File: src/rtl/mem_reg_engine.sv
// Instruction engine that moves words between an internal write-first RAM and a register bank.
// Every instruction takes two cycles: it is accepted in IDLE and completes in ACCESS.
//
//   state  | meaning
//   -------+-----------------------------------------------------------------
//   IDLE   | ready for an instruction; a store writes the RAM on the accept edge
//   ACCESS | publish the read word on out/err/out_valid; a load writes the register bank
module mem_reg_engine #(
    parameter int DATA_W = 4,
    parameter int DEPTH  = 16,
    parameter int NREG   = 8,
    localparam int ADDR_W = (DEPTH > 1) ? $clog2(DEPTH) : 1,
    localparam int REG_AW = (NREG > 1) ? $clog2(NREG) : 1,
    localparam int INST_W = 2 + ADDR_W + DATA_W
) (
    input  logic              clk,
    input  logic              rst,
    input  logic [INST_W-1:0] inst,
    input  logic              inst_valid,
    output logic              inst_ready,
    output logic [DATA_W-1:0] out,
    output logic              out_valid,
    output logic              err
);

    typedef enum logic {
        IDLE   = 1'b0,
        ACCESS = 1'b1
    } state_t;

    localparam logic [1:0] OP_LOAD = 2'b10;

    state_t             state_q, state_d;
    logic [1:0]         op_q;
    logic [REG_AW-1:0]  idx_q;
    logic               oor_q;
    logic               idx_ok_q;
    logic [DATA_W-1:0]  rdata_q;
    logic [DATA_W-1:0]  out_q;
    logic               out_valid_q;
    logic               err_q;
    logic [DATA_W-1:0]  mem [DEPTH];
    logic [DATA_W-1:0]  regs_q [NREG];

    logic [1:0]         op_w;
    logic [ADDR_W-1:0]  addr_w;
    logic [DATA_W-1:0]  opnd_w;
    logic [REG_AW-1:0]  idx_w;
    logic               addr_ok;
    logic               idx_ok;
    logic               accept;
    logic               complete;
    logic               mem_we;
    logic [DATA_W-1:0]  wdata;

    assign op_w   = inst[INST_W-1 -: 2];
    assign addr_w = inst[DATA_W +: ADDR_W];
    assign opnd_w = inst[DATA_W-1:0];
    assign idx_w  = opnd_w[DATA_W-1 -: REG_AW];

    // Compare at 32 bits so the checks stay meaningful whether or not DEPTH/NREG are powers of two.
    assign addr_ok = ({{(32-ADDR_W){1'b0}}, addr_w} < 32'(DEPTH));
    assign idx_ok  = ({{(32-REG_AW){1'b0}}, idx_w} < 32'(NREG));

    always_comb begin
        state_d  = state_q;
        accept   = 1'b0;
        complete = 1'b0;
        mem_we   = 1'b0;
        wdata    = opnd_w;
        if (op_w == 2'b01) begin
            wdata = idx_ok ? regs_q[idx_w] : '0;
        end
        case (state_q)
            IDLE: begin
                if (inst_valid && !rst) begin
                    accept  = 1'b1;
                    mem_we  = addr_ok && !op_w[1];
                    state_d = ACCESS;
                end
            end
            ACCESS: begin
                complete = 1'b1;
                state_d  = IDLE;
            end
            default: state_d = IDLE;
        endcase
    end

    // Memory contents deliberately survive reset.
    always_ff @(posedge clk) begin
        if (mem_we) begin
            mem[addr_w] <= wdata;
        end
    end

    always_ff @(posedge clk) begin
        if (rst) begin
            state_q     <= IDLE;
            op_q        <= '0;
            idx_q       <= '0;
            oor_q       <= 1'b0;
            idx_ok_q    <= 1'b0;
            rdata_q     <= '0;
            out_q       <= '0;
            out_valid_q <= 1'b0;
            err_q       <= 1'b0;
            for (int i = 0; i < NREG; i++) begin
                regs_q[i] <= '0;
            end
        end else begin
            state_q     <= state_d;
            out_valid_q <= complete;
            if (accept) begin
                op_q     <= op_w;
                idx_q    <= idx_w;
                oor_q    <= !addr_ok;
                idx_ok_q <= idx_ok;
                if (!addr_ok) begin
                    rdata_q <= '0;
                end else if (mem_we) begin
                    rdata_q <= wdata;
                end else begin
                    rdata_q <= mem[addr_w];
                end
            end
            if (complete) begin
                out_q <= rdata_q;
                err_q <= oor_q;
                if (op_q == OP_LOAD && !oor_q && idx_ok_q) begin
                    regs_q[idx_q] <= rdata_q;
                end
            end
        end
    end

    assign inst_ready = (state_q == IDLE);
    assign out        = out_q;
    assign out_valid  = out_valid_q;
    assign err        = err_q;

endmodule

File: config.mk
export PLATFORM = sky130hd
export DESIGN_NAME = mem_reg_engine
export DESIGN_NICKNAME = d
export VERILOG_FILES = /design/src/rtl/mem_reg_engine.sv
export SDC_FILE = /design/constraint.sdc
export NUM_CORES = 1
export LEC_CHECK = 0
export BUFFER_PORTS_ARGS = -buffer_cell sky130_fd_sc_hd__buf_4
export CAP_MARGIN = 25
export CELL_PAD_IN_SITES_DETAIL_PLACEMENT = 0
export CELL_PAD_IN_SITES_GLOBAL_PLACEMENT = 1
export CORE_MARGIN = 2
export CORE_UTILIZATION = 49
export CTS_BUF_LIST = sky130_fd_sc_hd__clkbuf_4
export DETAILED_ROUTE_END_ITERATION = 10
export GPL_ROUTABILITY_DRIVEN = 0
export HOLD_SLACK_MARGIN = 0.03
export PLACE_DENSITY_LB_ADDON = 0.05
export SYNTH_ARGS = -nofsm -noshare
export SYNTH_HDL_FRONTEND = slang
export SYNTH_SLANG_ARGS = --single-unit
File: constraint.sdc
create_clock -name clk -period 2.2 [get_ports clk]
set_input_delay 0.44 -clock clk [delete_from_list [all_inputs] [get_ports clk]]
set_output_delay 0.44 -clock clk [all_outputs]
set_load 0.05 [all_outputs]
==> results_dict.tcl, run 1 <==
set metrics [dict create \
    crit_slowest_cell "or4_1" \
    critical-path-top-delay-family "simple AND/OR/NAND/NOR gates" \
    clock_sinks 112 \
    area_delta_synth_final_pct 13.8 \
    path_buf_inv 0 \
    start_util_pct 50.9 \
    row_count 35 \
    p_per_area_nw_per_um2 692 \
    utilization_pct 57.9 \
    status "complete, no violations" \
    ys_seq_area_share_pct 67.5 \
    setup_viol 0 \
    track_usage_pct 19.9 \
    vias 2651 \
    cp_slowest_stage_delay_ns 0.55 \
    cp.arrival_ns 2.16 \
    numCtsBuffers 9 \
    mostFrequentLayoutCells "96 x edfxtp_1, 56 x buf_4, 33 x and2_1" \
    vdd_ir_drop_max_mv 0.367 \
    io_pins 20 \
    grt_pass1_vias 2719 \
    yosysUniqueCellTypes 35 \
    drc_errors 0 \
    cp.required_ns 2.35 \
    ys_ff_latch 112 \
    max_freq_mhz 496 \
    cts_setup_buffers 0 \
    path_class "reg2reg" \
    htreeDepth 3 \
    min_period_over_period_pct 91.6 \
    die_w_um 102 \
    die_height_um 102 \
    cp_cell_sequence "or3b_2 > or4_1 > nor2_1" \
    synth.avg_cell_area_sq_um 15.8 \
    port-buffer-count 18 \
    hold_violations 0 \
    power_leakage_nw 1.94 \
    wl_per_cell_um 19.6 \
    cts-root-buf "clkbuf_4" \
    antennaDiodeCount 0 \
    cts_max_path_buffers 2 \
    drtIter0Drc 87 \
    grt_pass1_wl_um 14800 \
    clk_latency_ns 0.46 \
    fp.coreArea_sq_um 9330 \
    cts.clk_slew.worst_paths_ns 0.17 \
    maxCapViolCount 0 \
    place_ws_ns -0.0623 \
    dpl.hpwl_um 6890 \
    fin_crit_ns 2.01 \
    fill_cells 759 \
    critPathCaptureType "flop" \
    drtPass1Iterations 4 \
    synth.net_count 313 \
    grt.overflow.total 0 \
    ant_nets 0 \
    cts_resized 0 \
    drive_gt1_share_pct 27.2 \
    syn-instance-count 300 \
    final_common_cell "edfxtp_1" \
    finalNetCount 365 \
    cp-start-kind "flop" \
    slew_viol_final 0 \
    rsz0062_at_grt "false" \
    fin_skew_ns 0.0210 \
    wl_um 9540 \
    hold_class "in2reg" \
    yosys_warnings 0 \
    worst_slack_ns 0.186 \
    worstMarginPinSlew_ns 0.868 \
    dp_cells 470 \
    antenna_found_initial 0 \
    stdcell_count 486 \
    cp_max_fo 4 \
    syn_area_sq_um 4750 \
    die-area_sq_um 10500 \
    cts_tree "yes" \
    slew_headroom_pct 41.9 \
    postCtsHoldBufs 0 \
    grt_max_degree 21 \
    fin_tns_setup_ns 0 \
    vias_per_cell 5.45 \
]
## synthesized netlist by cell type
cell | number | share of area, %
a21o_1 | 1 | 0.16
a21oi_1 | 3 | 0.32
a22o_1 | 6 | 1.1
a311o_1 | 2 | 0.42
a311oi_1 | 3 | 0.55
a31oi_1 | 2 | 0.26
and2_1 | 33 | 4.3
and3_1 | 1 | 0.13
buf_1 | 1 | 0.079
buf_2 | 6 | 0.63
buf_4 | 2 | 0.32
buf_6 | 1 | 0.24
clkbuf_1 | 5 | 0.40
conb_1 | 1 | 0.079
dfxtp_1 | 16 | 6.7
edfxtp_1 | 96 | 61
inv_1 | 6 | 0.47
mux2i_1 | 4 | 0.84
mux4_1 | 10 | 5.5
mux4_2 | 15 | 7.1
nand2_1 | 13 | 1.0
nand2b_1 | 3 | 0.40
nand3_1 | 3 | 0.32
nand3b_1 | 8 | 1.3
nor2_1 | 26 | 2.1
nor2b_1 | 3 | 0.40
nor3_1 | 6 | 0.63
nor3b_1 | 4 | 0.63
nor3b_2 | 1 | 0.26
nor4bb_1 | 1 | 0.21
o21ai_0 | 6 | 0.63
o31ai_1 | 2 | 0.32
or2_2 | 8 | 1.1
or3b_2 | 1 | 0.18
or4_1 | 1 | 0.16
## final cells by class
cell class / instances / area, sq um / share of cell area [%]
Inverter: 6 / 22.5 / 0.417
Tap cell: 129 / 161 / 2.99
Timing Repair Buffer: 56 / 420 / 7.78
Clock inverter: 7 / 83.8 / 1.55
Multi-Input combinational cell: 167 / 1440 / 26.7
Clock buffer: 9 / 67.6 / 1.25
Sequential cell: 112 / 3200 / 59.3
## layer usage
layer	part of all wire [%]	wire length, um	GRT usage, %	up-vias
li1	-	-	-	1251
met1	41	3870	23.7	1335
met2	54	5170	36.4	52
met3	3.5	333	3.69	13
met4	1.7	160	6.67	0
met5	0	0	0	-
## report_power, final
part           switching (mW)  internal (mW)  total (mW)
logic                   0.167          0.127       0.294
clock network           0.681          0.372        1.05
registers              0.0388           2.35        2.39
## state kept, by name (all words and copies together) (netlist names)
signal     flops
state_q        1
idx_ok_q       1
regs_q        32
mem           64
out_valid      1
idx_q          3
out            4
rdata_q        4
op_q           2
## worst reg2reg max path, cell delays in order, from the launching register on
cell and delay (ns):
dfxtp_1 0.34, or3b_2 0.51, or4_1 0.55, nor2_1 0.32
## worst paths after layout
kind	from	endpoint	slack [ns]	cells after the start
worst max-delay path	state_q	mem[8][1]	0.19	3
worst min-delay path	inst[8]	op_q[0]	0.24	3
worst max register to register	state_q	mem[8][1]	0.19	3
worst min register to register	op_q[1]	op_q[1]	0.47	2
## cells by family (layout without fill, tap and decap cells)
| family | count (synthesis) | count (layout) | synth area share, % |
|---|---|---|---|
| multiplexers | 29 | 29 | 13.5 |
| buffers and inverters | 21 | 78 | 2.13 |
| flip-flops | 112 | 112 | 67.5 |
| AND/OR/NAND/NOR | 112 | 112 | 13.1 |
| AO/OA/AOI/OAI | 25 | 25 | 3.77 |
| other | 1 | 1 | 0.0790 |
## per-stage QoR
stage	total power, mW	hold WS [ns]	cell area (sq um)
finish	3.74	0.244	5400
global route	3.88	0.216	5400
CTS	3.77	0.221	5400
detailed placement	2.74	0.447	5250
global placement	2.73	0.449	5250
floorplan	2.61	0.431	4750
(Power assumes the default switching activity.)
==> inputs of run 2 (changes only) <==
--- a/config.mk
+++ b/config.mk
@@ -15,7 +15,7 @@
 export DETAILED_ROUTE_END_ITERATION = 10
 export GPL_ROUTABILITY_DRIVEN = 0
 export HOLD_SLACK_MARGIN = 0.03
-export PLACE_DENSITY_LB_ADDON = 0.05
+export PLACE_DENSITY = 0.76
 export SYNTH_ARGS = -nofsm -noshare
 export SYNTH_HDL_FRONTEND = slang
 export SYNTH_SLANG_ARGS = --single-unit
==> results_dict.tcl, run 2 (synthesis results as in run 1) <==
set metrics [dict create \
    maxCapViolCount 0 \
    cp.arrival_ns 2.18 \
    vdd_ir_drop_max_mv 0.367 \
    cp-start-kind "flop" \
    dp_cells 466 \
    die-area_sq_um 10500 \
    critical-path-top-delay-family "simple AND/OR/NAND/NOR gates" \
    htreeDepth 3 \
    wl_um 9640 \
    largest_reg_flops 64 \
    p_total_mw 3.72 \
    r2r_setup_slack_ns 0.14 \
    grt.overflow.total 0 \
    dpl.hpwl_um 6680 \
    min_period_over_period_pct 93.4 \
    mostFrequentLayoutCells "96 x edfxtp_1, 52 x buf_4, 33 x and2_1" \
    grt_pass1_wl_um 14900 \
    grt_pass1_vias 2687 \
    cts.clk_slew.worst_paths_ns 0.17 \
    antenna_found_initial 0 \
    place_ws_ns -0.111 \
    utilization_pct 57.5 \
    wl_per_cell_um 20.0 \
    grt_max_degree 25 \
    area_delta_synth_final_pct 13.0 \
    stdcell_count 482 \
    drive_gt1_share_pct 26.1 \
    track_usage_pct 19.9 \
    antennaDiodeCount 0 \
    critPathCaptureType "flop" \
    worstMarginPinSlew_ns 0.942 \
    drtPass1Iterations 5 \
    io_pins 20 \
    setup_viol 0 \
    vias 2669 \
    fp.coreArea_sq_um 9330 \
    vias_per_cell 5.54 \
    slew_viol_final 0 \
    cts_resized 0 \
    p_per_area_nw_per_um2 693 \
    top_register "mem" \
    clock_sinks 112 \
    postCtsHoldBufs 0 \
    power_leakage_nw 1.91 \
    hold_class "in2reg" \
    path_class "reg2reg" \
    ant_nets 0 \
    max_freq_mhz 486 \
    cts_tree "yes" \
    rsz0062_at_grt "false" \
    start_util_pct 50.9 \
    die_w_um 102 \
    row_count 35 \
    hold_violations 0 \
    fin_tns_setup_ns 0 \
    slew_headroom_pct 36.9 \
    drtIter0Drc 221 \
    cp_cell_sequence "or3b_2 > or4_1 > nor2_1" \
    final_common_cell "edfxtp_1" \
    drc_errors 0 \
    path_buf_inv 0 \
    fin_skew_ns 0.0224 \
    port-buffer-count 18 \
    clk_latency_ns 0.45 \
    finalNetCount 361 \
    cp_slowest_stage_delay_ns 0.56 \
    cts_setup_buffers 0 \
    cp.required_ns 2.33 \
    top_regs "mem (64), regs_q (32)" \
    die_height_um 102 \
    cts-root-buf "clkbuf_4" \
    numCtsBuffers 9 \
    crit_slowest_cell "or4_1" \
    cp_max_fo 4 \
    status "complete, no violations" \
    cts_max_path_buffers 2 \
    fin_crit_ns 2.06 \
    worst_slack_ns 0.144 \
]
[run 2: cell count changes in the layout (fill, tap and decap cells not counted), sizes merged]
cell	previous run	this run
inv	10	7
clkbuf	9	10
clkinvlp	0	2
buf	56	52
[run 2: through the flow]
stage	hold slack, ns	area, sq um
floorplan	0.431	4750
global placement	0.438	5220
detailed placement	0.445	5220
CTS	0.203	5370
global route	0.195	5370
finish	0.225	5370
[run 2: report_power, final]
part	total, mW	internal [mW]	leakage (nW)	switching [mW]
Sequential	2.39	2.35	1.04	0.0372
Combinational	0.295	0.127	0.798	0.168
Clock	1.03	0.366	0.0722	0.668
Total	3.72	2.85	1.91	0.873
[run 2: area by class of cell]
type,instances,area [sq um]
Fill cell,727,3960
Sequential cell,112,3200
Multi-Input combinational cell,167,1440
Timing Repair Buffer,52,390
Tap cell,129,161
Clock buffer,10,75.1
Clock inverter,6,68.8
Inverter,6,22.5
[run 2: worst reg2reg max path: stages (launching register included)]
cell and delay [ns]:
dfxtp_1 0.34, or3b_2 0.51, or4_1 0.56, nor2_1 0.34
[run 2: final timing paths]
kind,end,cells after the start,start
setup / recovery,mem[4][0],3,state_q
hold / removal,op_q[0],3,inst[8]
setup reg to reg,mem[4][0],3,state_q
hold reg to reg,op_q[1],2,op_q[1]
[run 2: routing by layer]
layer | part of all wire, % | vias up | global-route usage, %
met2 | 51 | 63 | 32.2
met4 | 1.7 | 0 | 8.72
met3 | 4.9 | 12 | 3.35
met1 | 42 | 1345 | 26.7
met5 | 0 | - | 0
li1 | - | 1249 | -
